$ cat config.mk
export PLATFORM = sky130hd
export DESIGN_NAME = mod_sq_integrator
export DESIGN_NICKNAME = d
export VERILOG_FILES = /design/src/rtl/mod_sq_integrator.sv
export SDC_FILE = /design/constraint.sdc
export NUM_CORES = 1
export LEC_CHECK = 0
export BUFFER_PORTS_ARGS = -buffer_cell sky130_fd_sc_hd__clkbuf_2
export CAP_MARGIN = 10
export CORE_UTILIZATION = 45
export CTS_BUF_LIST = sky130_fd_sc_hd__clkbuf_2 sky130_fd_sc_hd__clkbuf_4 sky130_fd_sc_hd__clkbuf_8
export DETAILED_ROUTE_END_ITERATION = 8
export PLACE_DENSITY = 0.7
export SYNTH_ARGS = -nofsm -noshare
export SYNTH_HDL_FRONTEND = slang
export SYNTH_SLANG_ARGS = --single-unit
$ cat constraint.sdc
create_clock -name clk -period 4.7 [get_ports clk]
set_input_delay 0.47 -clock clk [delete_from_list [all_inputs] [get_ports clk]]
set_output_delay 0.47 -clock clk [all_outputs]
set_load 0.02 [all_outputs]
$ cat src/rtl/mod_sq_integrator.sv
// Non-coherent integrator: sums cfg_len squared-magnitude samples per frame with
// saturation, threshold detect and optional peak tracking (define MOD_SQ_PEAK_EN).
module mod_sq_integrator #(
  parameter int DATA_W = 16,
  parameter int ACC_W  = 24,
  parameter int LEN_W  = 8
) (
  input  logic              clk,
  input  logic              reset,
  input  logic              in_valid,
  output logic              in_ready,
  input  logic [DATA_W-1:0] in_data,
  input  logic [LEN_W-1:0]  cfg_len,
  input  logic [ACC_W-1:0]  cfg_threshold,
  output logic              out_valid,
  input  logic              out_ready,
  output logic [ACC_W-1:0]  out_sum,
  output logic              out_sat,
  output logic              out_detect,
  output logic [DATA_W-1:0] out_peak,
  output logic [LEN_W-1:0]  out_peak_idx
);

  typedef enum logic [1:0] {S_IDLE, S_ACCUM, S_HOLD} state_t;

  localparam logic [LEN_W-1:0] LEN_ONE = LEN_W'(1);
  localparam logic [ACC_W-1:0] ACC_MAX = {ACC_W{1'b1}};

  state_t             r_state;
  logic [LEN_W-1:0]   r_len;
  logic [LEN_W-1:0]   r_cnt;
  logic [ACC_W-1:0]   r_acc;
  logic               r_sat;

  logic               w_idle;
  logic               w_in_fire;
  logic [ACC_W-1:0]   w_acc_in;
  logic [ACC_W:0]     w_add;
  logic [ACC_W-1:0]   w_acc_nxt;
  logic               w_sat_nxt;
  logic [LEN_W-1:0]   w_cnt_nxt;
  logic [LEN_W-1:0]   w_len_eff;
  logic               w_last;

  // in_ready is held low while reset is asserted so every output reads 0 in reset.
  assign in_ready  = ~reset & (r_state != S_HOLD);
  assign w_in_fire = in_valid & in_ready;
  assign w_idle    = (r_state == S_IDLE);

  // The first sample of a frame starts from a clean accumulator.
  assign w_acc_in  = w_idle ? '0 : r_acc;
  assign w_add     = {1'b0, w_acc_in} + {{(ACC_W + 1 - DATA_W){1'b0}}, in_data};
  assign w_acc_nxt = w_add[ACC_W] ? ACC_MAX : w_add[ACC_W-1:0];
  assign w_sat_nxt = (w_idle ? 1'b0 : r_sat) | w_add[ACC_W];
  assign w_cnt_nxt = w_idle ? LEN_ONE : r_cnt + LEN_ONE;
  assign w_len_eff = w_idle ? ((cfg_len == '0) ? LEN_ONE : cfg_len) : r_len;
  assign w_last    = (w_cnt_nxt == w_len_eff);

  always_ff @(posedge clk or posedge reset) begin
    if (reset) begin
      r_state    <= S_IDLE;
      r_len      <= '0;
      r_cnt      <= '0;
      r_acc      <= '0;
      r_sat      <= 1'b0;
      out_valid  <= 1'b0;
      out_sum    <= '0;
      out_sat    <= 1'b0;
      out_detect <= 1'b0;
    end else begin
      case (r_state)
        S_IDLE, S_ACCUM: begin
          if (w_in_fire) begin
            r_acc <= w_acc_nxt;
            r_sat <= w_sat_nxt;
            r_cnt <= w_cnt_nxt;
            if (w_idle) r_len <= w_len_eff;
            if (w_last) begin
              r_state    <= S_HOLD;
              out_valid  <= 1'b1;
              out_sum    <= w_acc_nxt;
              out_sat    <= w_sat_nxt;
              out_detect <= (w_acc_nxt > cfg_threshold);
            end else begin
              r_state <= S_ACCUM;
            end
          end
        end
        S_HOLD: begin
          if (out_ready) begin
            r_state   <= S_IDLE;
            out_valid <= 1'b0;
          end
        end
        default: begin
          r_state   <= S_IDLE;
          out_valid <= 1'b0;
        end
      endcase
    end
  end

`ifdef MOD_SQ_PEAK_EN
  logic [DATA_W-1:0] r_peak;
  logic [LEN_W-1:0]  r_idx;
  logic              w_pk_upd;
  logic [DATA_W-1:0] w_peak_nxt;
  logic [LEN_W-1:0]  w_idx_nxt;

  // Strictly-greater update keeps the earliest index on ties; r_cnt is the new sample's index.
  assign w_pk_upd   = w_idle | (in_data > r_peak);
  assign w_peak_nxt = w_pk_upd ? in_data : r_peak;
  assign w_idx_nxt  = w_idle ? '0 : (w_pk_upd ? r_cnt : r_idx);

  always_ff @(posedge clk or posedge reset) begin
    if (reset) begin
      r_peak       <= '0;
      r_idx        <= '0;
      out_peak     <= '0;
      out_peak_idx <= '0;
    end else if (w_in_fire) begin
      r_peak <= w_peak_nxt;
      r_idx  <= w_idx_nxt;
      if (w_last) begin
        out_peak     <= w_peak_nxt;
        out_peak_idx <= w_idx_nxt;
      end
    end
  end
`else
  assign out_peak     = '0;
  assign out_peak_idx = '0;
`endif

endmodule

=== Word-level counts from Yosys, hierarchy flattened ===
Cells that the tools add are included.
W data, S select, Z words.

* Register bits: 70
* Bits in latches: 0
* RAM bits: 0
* Bits in read-only memories: 0
* Bits of input ports: 52
* Output and inout port bits: 52
* Word-level logic and storage cells: 45
* Memories kept: 0

* Add/sub/neg operators: 2
* $mul: 0
* Divide/modulo/power cells: 0
* Magnitude comparators: 1
* Equality and inequality tests: 7
* Shift-type cells: 0
* Muxes and demuxes: 14
* Bitwise gates (word level): 4
* Reductions and logical operators: 8

{| class="wikitable"
|+ Operator list
! kind !! number
|-
| $mux W24 || 2
|-
| $add A24 B16 Y25 || 1
|-
| $gt A24 B24 Y1 || 1
|-
| $mux W8 || 3
|-
| $reduce_and A3 Y1 || 3
|-
| $add A8 B1 Y8 const B || 1
|-
| $eq A8 B8 Y1 || 1
|-
| $logic_not A8 Y1 || 1
|-
| $ne A2 B2 Y1 const B || 4
|-
| $mux W2 || 3
|-
| $mux W1 || 4
|-
| $pmux W2 S2 || 1
|-
| $reduce_and A2 Y1 || 2
|-
| $and A1 B1 Y1 || 2
|-
| $eq A2 B1 Y1 const B || 1
|-
| $eq A2 B2 Y1 const B || 1
|-
| $logic_not A2 Y1 || 1
|-
| $pmux W1 S2 || 1
|-
| $reduce_or A2 Y1 || 1
|-
| $not A1 Y1 || 1
|-
| $or A1 B1 Y1 || 1
|}

=== Depth between registers and ports, before layout ===
Gate-level depths: netlist of run 1.

* Word-level depth: 7
* Mapped depth: 24

=== Least setup slack after synthesis of run 1 ===
No wires, ideal clock.

* Kind: flip-flop to flip-flop
* Start: register r_state[1]
* End: register out_detect
* Setup time: 0.135 ns
* Arrival time: 4.748 ns
* Required time: 4.565 ns
* Slack: -0.183 ns
* Stages on the path, launching flop included: 24
* Path buffers: 5
* Period minus slack after synthesis: 4.883 ns
* Cell sequence: dfrtp_1 -> clkbuf_1 -> or2_1 -> clkbuf_1 -> buf_2 -> clkbuf_1 -> and2_1 -> ha_1 -> fa_1 -> a211oi_1 -> o21a_1 -> a21bo_2 -> a211oi_1 -> o21bai_1 -> clkbuf_1 -> nand2_1 -> ha_1 -> o21ai_0 -> nor2_1 -> o21ai_0 -> a21oi_1 -> or4_1 -> a221oi_1 -> o22ai_1

* Word-level cells in the longest chain between the ends: 5
* Elaborated cells between the ends (all ways): 14

{| class="wikitable"
|+ Ends and longest elaborated chain
! item !! line !! source
|-
| start, declared || 29 || <nowiki>state_t r_state;</nowiki>
|-
| start signal, assigned || 61 || <nowiki>r_state <= S_IDLE;</nowiki>
|-
| start signal, assigned || 79 || <nowiki>r_state <= S_HOLD;</nowiki>
|-
| start signal, assigned || 85 || <nowiki>r_state <= S_ACCUM;</nowiki>
|-
| $logic_not A2 Y1 || 48 || <nowiki>assign w_idle = (r_state == S_IDLE);</nowiki>
|-
| $mux W24 || 51 || <nowiki>assign w_acc_in = w_idle ? '0 : r_acc;</nowiki>
|-
| $add A24 B16 Y25 || 52 || <nowiki>assign w_add = {1'b0, w_acc_in} + {{(ACC_W + 1 - DATA_W){1'b0}}, in_data};</nowiki>
|-
| $mux W24 || 53 || <nowiki>assign w_acc_nxt = w_add[ACC_W] ? ACC_MAX : w_add[ACC_W-1:0];</nowiki>
|-
| named net w_acc_nxt[18] || 39 || <nowiki>logic [ACC_W-1:0] w_acc_nxt;</nowiki>
|-
| $gt A24 B24 Y1 || 83 || <nowiki>out_detect <= (w_acc_nxt > cfg_threshold);</nowiki>
|-
| end signal, assigned || 83 ||
|-
| end, declared || 19 || <nowiki>output logic out_detect,</nowiki>
|}

The timed path passes the listed nets, and every way through them passes these cells.
A chain may end at the register's enable or synchronous reset.

=== Final worst setup path of run 1 ===
* Start: register r_state[0]
* End: register out_detect

Same word-level chain as after synthesis.

==> impl_metrics.json, run 1 <==
{
  "detail_route.vias_per_cell": 5.49,
  "yosysSeqAreaShare_pct": 34.6,
  "cap_viol_max_count": 0,
  "drt-total-wl_microns": 13100,
  "fin_crit_ns": 4.53,
  "utilization_pct": 54.4,
  "slew_headroom_pct": 41.0,
  "path_clk_slew_ns": 0.07,
  "synth_cell_type_count": 57,
  "clock_sinks": 70,
  "synth_edf_count": 0,
  "required_ns": 4.93,
  "leakagePower_nw": 3.02,
  "peakVddDrop_mv": 0.359,
  "synth_flop_cell": "dfrtp_1",
  "place_ws_ns": -0.0376,
  "start_kind": "flop",
  "h-tree-depth": 3,
  "rsz0062_at_grt": "no",
  "yosys.area.top_type": "dfrtp_1",
  "postRouteAntennaNets": 0,
  "reg2reg_slack_ns": 0.17,
  "grtUsageMet2_pct": 39.1,
  "hpwlAfterDp_microns": 10200,
  "coreArea_sq_um": 10900,
  "synth.cell_area_sq_um": 5060,
  "drc": 0,
  "boundaryPins": 104,
  "yosys-top-cells-area": "dfrtp_1 (35%), ha_1 (10%), a21oi_1 (4.7%)",
  "setup_viol": 0,
  "fin_skew_ns": 0.00384,
  "diodes": 0,
  "first_pass_iters": 5,
  "fp-row-count": 38,
  "clk-insertion-delay-late_ns": 0.35,
  "numCtsBuffers": 9,
  "dr_total_vias": 4592,
  "drtIter0Drc": 327,
  "crit_fanout": 13,
  "synth_top_cell_area_share_pct": 34.6,
  "port_buffers": 79,
  "nFillCells": 1001,
  "grt_pass1_vias": 4253,
  "fmax_ghz": 0.221,
  "grt_max_degree": 71,
  "grt_use_met3_pct": 2.65,
  "wire_per_inst_microns": 15.7,
  "drive_above_1_share_pct": 23.5,
  "die_w_microns": 108,
  "die_h_microns": 108,
  "hold_violations": 0,
  "drv_slew": 0,
  "multiInputGateArea_sq_um": 3010,
  "tightest_slew_ns": 0.885,
  "grt_overflow": 0,
  "yosys-top-cells-count": "dfrtp_1 (70), nand2_1 (58), nor2_1 (57), a21oi_1 (48), o21ai_0 (45)",
  "critical_path_class": "flop to flop",
  "area.growth.synth_to_final_pct": 16.9,
  "yosysMostFrequentCell": "dfrtp_1",
  "ys_ff_latch": 70,
  "place_congestion": 0.900,
  "grt_usage_pct": 23.7,
  "fin_nets": 786,
  "synth.avg_cell_area_sq_um": 8.50,
  "cts_root_buf": "clkbuf_8",
  "setup_slack_ns": 0.173,
  "cp-end-kind": "flop",
  "yosys_warnings": 0,
  "syn_inst": 596,
  "dieArea_sq_um": 11700,
  "cts.path.max_buffers": 2,
  "final-seq-area_sq_um": 1750,
  "met1_usage_pct": 31.8,
  "antenna_found_initial": 0,
  "p_per_area_nw_per_um2": 648,
  "ys_async_sr_fraction_pct": 100,
  "floorplan.initialDensity_pct": 46.5,
  "arrival_ns": 4.75,
  "min_period_over_period_pct": 96.3,
  "holdWs_ns": 0.366,
  "busiest_layer": "met2",
  "status": "finished clean",
  "grt_pass1_wl_microns": 21300,
  "cts_tree": "built",
  "hold_class": "primary input to flop"
}
==> cells in the final DEF (no fill, tap or decap), types with 14 or more instances in the layout <==
cell / count
mux2_2: 17
ha_1: 40
clkbuf_2: 79
o21ai_0: 42
dfrtp_1: 70
nand2_1: 58
buf_4: 28
a21oi_1: 47
nor2_1: 55
conb_1: 24
xor2_1: 14
xnor2_1: 15
inv_1: 42
and2_1: 20
==> cells by family after synthesis <==
logic type,count (synthesis),share of synthesized area [%]
compound gates,158,19.3
xor+xnor,29,5.02
fa+ha+maj,42,10.5
simple gates,186,17.2
other cells,1,0.0741
mux,21,4.57
flops,70,34.6
buf+inv,89,8.70
==> timing repair <==
item / in CTS / in global routing
gates resized for setup: 2 / 9
endpoints found under the setup margin: 1 / 1
pin swaps: 0 / 6
setup buffers: 0 / 3
hold buffers: 0 / 0
==> worst paths after layout <==
| path | from | endpoint | depth (start not counted) |
|---|---|---|---|
| min | cfg_len[7] | r_len[7] | 2 |
| max in group asynchronous | reset | r_acc[14] | 3 |
| max | r_state[0] | out_detect | 16 |
| max reg2reg | r_state[0] | out_detect | 16 |
| min in group asynchronous | reset | r_cnt[2] | 3 |
| min reg2reg | r_acc[10] | r_acc[10] | 2 |
==> metrics by stage <==
| stage | cell area [sq um] | power (mW) | TNS, ns | std cells |
|---|---|---|---|---|
| after floorplan | 5160 | 2.54 | 0 | 619 |
| after CTS | 5870 | 3.80 | 0 | 834 |
| final | 5920 | 3.84 | 0 | 837 |
| after detailed placement | 5660 | 3.26 | -0.0376 | 818 |
| after global routing | 5920 | 4.15 | 0 | 837 |
| after global placement | 5660 | 3.19 | 0 | 818 |
==> critical path: stages, from the launching register on <==
cell      delay, ns
dfrtp_1        0.38
or2_4          0.31
and2_1         0.21
ha_1           0.31
a211oi_1       0.25
o21bai_1       0.18
a221o_1        0.38
a311o_1        0.38
and2_4         0.19
or3_1          0.33
nand2_1        0.09
ha_1           0.23
o21ai_0        0.15
a21oi_1        0.05
or4_1          0.56
a221oi_2       0.29
o22ai_1        0.11
==> flip-flops by register name, indices dropped and copies added (netlist names) <==
name        flops
out_detect      1
r_len           8
r_state         2
out_valid       1
r_sat           1
r_cnt           8
out_sum        24
out_sat         1
r_acc          24
==> area by class of cell <==
class | instances | area share, %
Multi-Input combinational cell | 460 | 50.8
Sequential cell | 70 | 29.6
Timing Repair Buffer | 108 | 10.4
Tap cell | 140 | 2.96
Clock buffer | 13 | 2.81
Inverter | 43 | 2.73
Clock inverter | 3 | 0.719
==> where the power goes <==
| group | total, mW | switching, mW | internal, mW |
|---|---|---|---|
| Combinational | 2.32 | 1.34 | 0.975 |
| Sequential | 1.01 | 0.169 | 0.840 |
| Clock | 0.513 | 0.228 | 0.285 |
| Total | 3.84 | 1.74 | 2.10 |
==> layer usage <==
layer | part of all wire, % | vias to the layer above
li1 | - | 2218
met1 | 46 | 2206
met2 | 48 | 145
met3 | 4.0 | 23
met4 | 2.0 | 0
met5 | 0 | -
(Power assumes the default switching activity.)
==> run 2: changes to the inputs <==
--- a/config.mk
+++ b/config.mk
@@ -10,7 +10,7 @@
 export CORE_UTILIZATION = 45
 export CTS_BUF_LIST = sky130_fd_sc_hd__clkbuf_2 sky130_fd_sc_hd__clkbuf_4 sky130_fd_sc_hd__clkbuf_8
 export DETAILED_ROUTE_END_ITERATION = 8
-export PLACE_DENSITY = 0.7
+export PLACE_DENSITY = 0.76
 export SYNTH_ARGS = -nofsm -noshare
 export SYNTH_HDL_FRONTEND = slang
 export SYNTH_SLANG_ARGS = --single-unit
==> run 2 against run 1 <==
Clock skew up 0.0011 ns. Die area unchanged. First-iteration DRC count increased by 3.7%. Combinational power hardly changed. Critical path depth stayed put. Clock-buffer cell count down 3. Hold slack worse by 0.0050 ns. Non-clock buffer count is the same. Clock power shrank 15%. Critical path type unchanged.
==> impl_metrics.json, run 2 (synthesis gave the netlist of run 1 again) <==
{
  "status": "finished clean",
  "diodes": 0,
  "cts_setup_buffers": 0,
  "utilization_pct": 54.3,
  "dr_total_vias": 4617,
  "boundaryPins": 104,
  "fin_crit_ns": 4.52,
  "numCtsBuffers": 9,
  "required_ns": 4.93,
  "place_inst": 821,
  "final_cell_mix": "clkbuf_2 (79), dfrtp_1 (70), nand2_1 (58), nor2_1 (57), a21oi_1 (47)",
  "p_sw_mw": 1.73,
  "slew_headroom_pct": 40.4,
  "port_buffers": 79,
  "tightest_slew_ns": 0.894,
  "hpwlAfterDp_microns": 9920,
  "start_kind": "flop",
  "p_per_area_nw_per_um2": 633,
  "clock_sinks": 70,
  "critical_path_class": "flop to flop",
  "p_sw_share_pct": 46.2,
  "hold_buffers": 0,
  "whs_path_depth": 2,
  "drv_slew": 0,
  "place_congestion": 0.938,
  "p_clk_share_pct": 11.7,
  "r2r_end": "out_detect",
  "grt_usage_pct": 23.1,
  "coreArea_sq_um": 10900,
  "setup_slack_ns": 0.180,
  "fmax_ghz": 0.221,
  "nFillCells": 973,
  "min_period_over_period_pct": 96.2,
  "r2r_cells": 16,
  "place_ws_ns": -0.00857,
  "cts_tree": "built",
  "area.growth.synth_to_final_pct": 16.7,
  "hold_start": "cfg_len[4]",
  "grt_overflow": 0,
  "rsz0062_at_grt": "no",
  "hold_violations": 0,
  "fp-row-count": 38,
  "cts.path.max_buffers": 2,
  "leakagePower_nw": 3.00,
  "cap_viol_max_count": 0,
  "cts_root_buf": "clkbuf_8",
  "final_common_cell": "clkbuf_2",
  "regToRegStartpoint": "r_state[1]",
  "cp-end-kind": "flop",
  "grt_pass1_wl_microns": 20900,
  "peakVddDrop_mv": 0.271,
  "die_h_microns": 108,
  "drive_above_1_share_pct": 23.9,
  "drc": 0,
  "clk-insertion-delay-late_ns": 0.36,
  "holdWs_ns": 0.361,
  "path_clk_slew_ns": 0.08,
  "setup_viol": 0,
  "wire_per_inst_microns": 15.4,
  "grt_pass1_vias": 4591,
  "antenna_found_initial": 0,
  "p_seq_share_pct": 26.8,
  "reg2reg_slack_ns": 0.18,
  "die_w_microns": 108,
  "dieArea_sq_um": 11700,
  "final_cell_count_no_fill": 838,
  "fin_skew_ns": 0.00497,
  "finalPower_mw": 3.74,
  "postRouteAntennaNets": 0,
  "hold_class": "primary input to flop",
  "first_pass_iters": 5,
  "floorplan.initialDensity_pct": 46.5,
  "grt_max_degree": 71,
  "arrival_ns": 4.75,
  "h-tree-depth": 3,
  "p_comb_share_pct": 61.5,
  "reg_top3": "out_sum x24, r_acc x24",
  "detail_route.vias_per_cell": 5.51,
  "crit_fanout": 9,
  "fin_nets": 787,
  "drtIter0Drc": 339,
  "whs_endpoint": "r_len[4]",
  "p_int_mw": 2.01,
  "drt-total-wl_microns": 12900
}
[run 2: changes by cell type in the layout (fill, tap and decap cells not counted), sizes merged]
cell / change
clkinv: +2
bufinv: -1
or2: +1
clkinvlp: +2
clkbuf: -3
[run 2: power by group through the flow]
stage / logic (mW) / clock network, mW / registers, mW
3_3_place_gp: 2.17 / 0 / 1.00
5_1_grt: 2.54 / 0.470 / 1.04
6_report: 2.30 / 0.438 / 1.00
2_1_floorplan: 1.44 / 0 / 1.10
4_1_cts: 2.26 / 0.447 / 1.00
3_5_place_dp: 2.24 / 0 / 1.01
[run 2: worst max-delay path by stage]
stage / from / end / slack, ns / depth (start not counted)
after CTS: r_state[1] / out_detect / 0.04 / 18
final: r_state[1] / out_detect / 0.18 / 16
after floorplan: r_state[1] / out_detect / 0.0008 / 23
after global routing: r_state[1] / out_detect / 0.0005 / 18
after detailed placement: r_state[1] / out_detect / -0.009 / 18
after global placement: r_state[0] / out_detect / 0.07 / 18
[run 2: layer usage]
layer	track usage, %	part of all wire (%)
met2	39.5	49
met1	28.6	42
met5	0	0
met3	3.68	6.0
met4	10.2	2.8
[run 2: what timing repair did]
| action | CTS | global route |
|---|---|---|
| gates resized for setup | 1 | 11 |
| pin swaps | 0 | 3 |
| endpoints found under the setup margin | 1 | 1 |
| gates cloned | 0 | 1 |
[run 2: through the flow]
stage / instance area, sq um / TNS (ns)
after floorplan: 5160 / 0
after global placement: 5680 / 0
after detailed placement: 5680 / -0.00857
after CTS: 5860 / 0
after global routing: 5910 / 0
final: 5910 / 0
[run 2: critical path, cell delays in order, from the launching register on]
cell      delay (ns)
dfrtp_1         0.44
or2_4           0.33
and2_1          0.18
ha_1            0.34
and3_4          0.22
and3_4          0.18
a221o_1         0.38
a311o_1         0.38
and2_4          0.18
or3_1           0.33
nand2_1         0.08
ha_1            0.24
o21ai_0         0.14
a21oi_1         0.06
or4_4           0.53
a221oi_2        0.27
o22ai_1         0.11
[run 2: final cells by class]
| class | instances | area [sq um] | share of cell area, % |
|---|---|---|---|
| Sequential cell | 70 | 1750 | 29.6 |
| Clock buffer | 10 | 138 | 2.33 |
| Timing Repair Buffer | 108 | 613 | 10.4 |
| Tap cell | 140 | 175 | 2.96 |
| Clock inverter | 6 | 37.5 | 0.635 |
| Inverter | 43 | 161 | 2.73 |
| Multi-Input combinational cell | 461 | 3030 | 51.3 |
==> run 3: changes to the inputs <==
==> config.mk (replaced) <==
export PLATFORM = sky130hd
export DESIGN_NAME = mod_sq_integrator
export DESIGN_NICKNAME = d
export VERILOG_FILES = /design/src/rtl/mod_sq_integrator.sv
export SDC_FILE = /design/constraint.sdc
export NUM_CORES = 1
export LEC_CHECK = 0
export ABC_CLOCK_PERIOD_IN_PS = 4700
export BUFFER_PORTS_ARGS = -buffer_cell sky130_fd_sc_hd__clkbuf_2
export CAP_MARGIN = 10
export CORE_UTILIZATION = 50
export CTS_BUF_LIST = sky130_fd_sc_hd__clkbuf_4
export DETAILED_ROUTE_END_ITERATION = 8
export PLACE_DENSITY = 0.83
export SYNTH_ARGS = -nofsm -noshare
export SYNTH_HDL_FRONTEND = slang
export SYNTH_SLANG_ARGS = --single-unit
==> run 3 against run 2 <==
Sequential power is essentially flat. Critical path type unchanged. Global-route usage grew 2.7 points. Clock power shrank 11%. Critical endpoint unchanged. Clock-buffer cell count is the same. Flip-flop and latch count is the same. Largest power group unchanged. Cell area is essentially flat. Non-clock buffer count grew 7.
==> impl_metrics.json, run 3 (synthesis gave the netlist of run 1 again) <==
{
  "place_ws_ns": 0.0654,
  "status": "finished clean",
  "final_cell_mix": "clkbuf_2 (79), dfrtp_1 (70), nand2_1 (58), nor2_1 (57), a21oi_1 (47)",
  "crit_fanout": 20,
  "multiInputGateArea_sq_um": 3010,
  "cap_viol_max_count": 0,
  "fin_skew_ns": 0.0172,
  "dr_total_vias": 4605,
  "holdWs_ns": 0.262,
  "r2r_end": "out_detect",
  "fin_crit_ns": 4.55,
  "fmax_ghz": 0.220,
  "grt_overflow": 0,
  "required_ns": 4.98,
  "hold_start": "cfg_len[4]",
  "setup_slack_ns": 0.150,
  "postRouteAntennaNets": 0,
  "dpl-instance-area_sq_um": 5740,
  "hpwlAfterDp_microns": 10000,
  "final_common_cell": "clkbuf_2",
  "grt_usage_pct": 25.8,
  "critical_path_class": "flop to flop",
  "finalPower_mw": 3.78,
  "wire_per_inst_microns": 15.4,
  "area.growth.synth_to_final_pct": 16.7,
  "drv_slew": 0,
  "dieArea_sq_um": 10500,
  "cts_setup_buffers": 0,
  "setup_tns_ns": 0,
  "drt-total-wl_microns": 12900,
  "arrival_ns": 4.83,
  "grt_max_degree": 71,
  "die_h_microns": 103,
  "coreArea_sq_um": 9770,
  "cts_tree": "built",
  "min_period_over_period_pct": 96.8,
  "regToRegStartpoint": "r_state[0]",
  "final_cell_count_no_fill": 836,
  "cts_root_buf": "clkbuf_4",
  "h-tree-depth": 3,
  "clock_sinks": 70,
  "floorplan.initialDensity_pct": 51.8,
  "whs_endpoint": "r_len[4]",
  "hold_buffers": 0,
  "grt_pass1_wl_microns": 20700,
  "slew_headroom_pct": 25.8,
  "cts.path.max_buffers": 2,
  "r2r_cells": 17,
  "path_clk_slew_ns": 0.13,
  "detail_route.vias_per_cell": 5.51,
  "utilization_pct": 60.4,
  "whs_path_depth": 2,
  "clk-insertion-delay-late_ns": 0.44,
  "drive_above_1_share_pct": 24.5,
  "hold_class": "primary input to flop",
  "place_congestion": 0.992,
  "grt_pass1_vias": 4458,
  "die_w_microns": 103,
  "p_per_area_nw_per_um2": 640,
  "setup_viol": 0,
  "reg_top3": "out_sum x24, r_acc x24",
  "start_kind": "flop",
  "place_inst": 821,
  "cp-end-kind": "flop",
  "first_pass_iters": 5,
  "antenna_found_initial": 0,
  "fp-row-count": 36,
  "drc": 0,
  "diodes": 0,
  "reg2reg_slack_ns": 0.15,
  "nFillCells": 847,
  "leakagePower_nw": 3.01,
  "numCtsBuffers": 9,
  "peakVddDrop_mv": 0.354,
  "post-route-cell-area_sq_um": 5910,
  "final-seq-area_sq_um": 1750,
  "fin_nets": 793,
  "port_buffers": 79,
  "hold_violations": 0,
  "drtIter0Drc": 310,
  "tightest_slew_ns": 1.11,
  "boundaryPins": 104
}
run 3: where the power goes:
| part | internal [mW] | leakage (nW) | switching (mW) | total [mW] |
|---|---|---|---|---|
| Clock | 0.166 | 0.0647 | 0.226 | 0.392 |
| Sequential | 0.837 | 0.888 | 0.168 | 1.01 |
| Combinational | 1.04 | 2.06 | 1.35 | 2.39 |
run 3: cell type report:
type | instances | share of cell area (%)
clock buffer | 10 | 1.27
clock inverter | 5 | 1.04
inverter | 43 | 2.73
multi-input combinational | 460 | 51.0
sequential | 70 | 29.6
tap | 133 | 2.82
timing repair buffer | 115 | 11.5
run 3: what timing repair did:
action | 4_1_cts | 5_1_grt
endpoints found under the setup margin | 0 | 1
gates resized for setup | 0 | 9
hold endpoints to repair | 0 | 0
run 3: worst max path at each step:
stage / start / to / slack, ns / depth (start not counted)
after detailed placement: r_state[0] / out_detect / 0.07 / 19
after floorplan: r_state[1] / out_detect / 0.0008 / 23
after CTS: r_state[0] / out_detect / 0.05 / 17
after global placement: r_state[0] / out_detect / 0.19 / 19
final: r_state[0] / out_detect / 0.15 / 17
after global routing: r_state[0] / out_detect / -0.02 / 19
run 3: routing by layer:
metal  track usage [%]  share of wire (%)  routed length [microns]  vias to the layer above
met1              32.7                 43                     5520                     2152
met2              43.6                 49                     6280                      182
met5                 0                  0                        0                        -
li1                  -                  -                        -                     2236
met4              11.6                2.9                      373                        0
met3              3.80                5.6                      717                       35
run 3: critical path, cell delays in order, from the launching register on:
cell	delay, ns
dfrtp_1	0.39
or2_1	0.26
buf_12	0.16
and2_1	0.16
ha_1	0.34
and3_4	0.21
and3_4	0.18
a221o_1	0.35
a311o_1	0.37
and2_4	0.18
or3_1	0.34
nand2_1	0.08
ha_1	0.23
o21ai_0	0.15
a21oi_1	0.06
or4_4	0.53
a221oi_2	0.28
o22ai_1	0.11
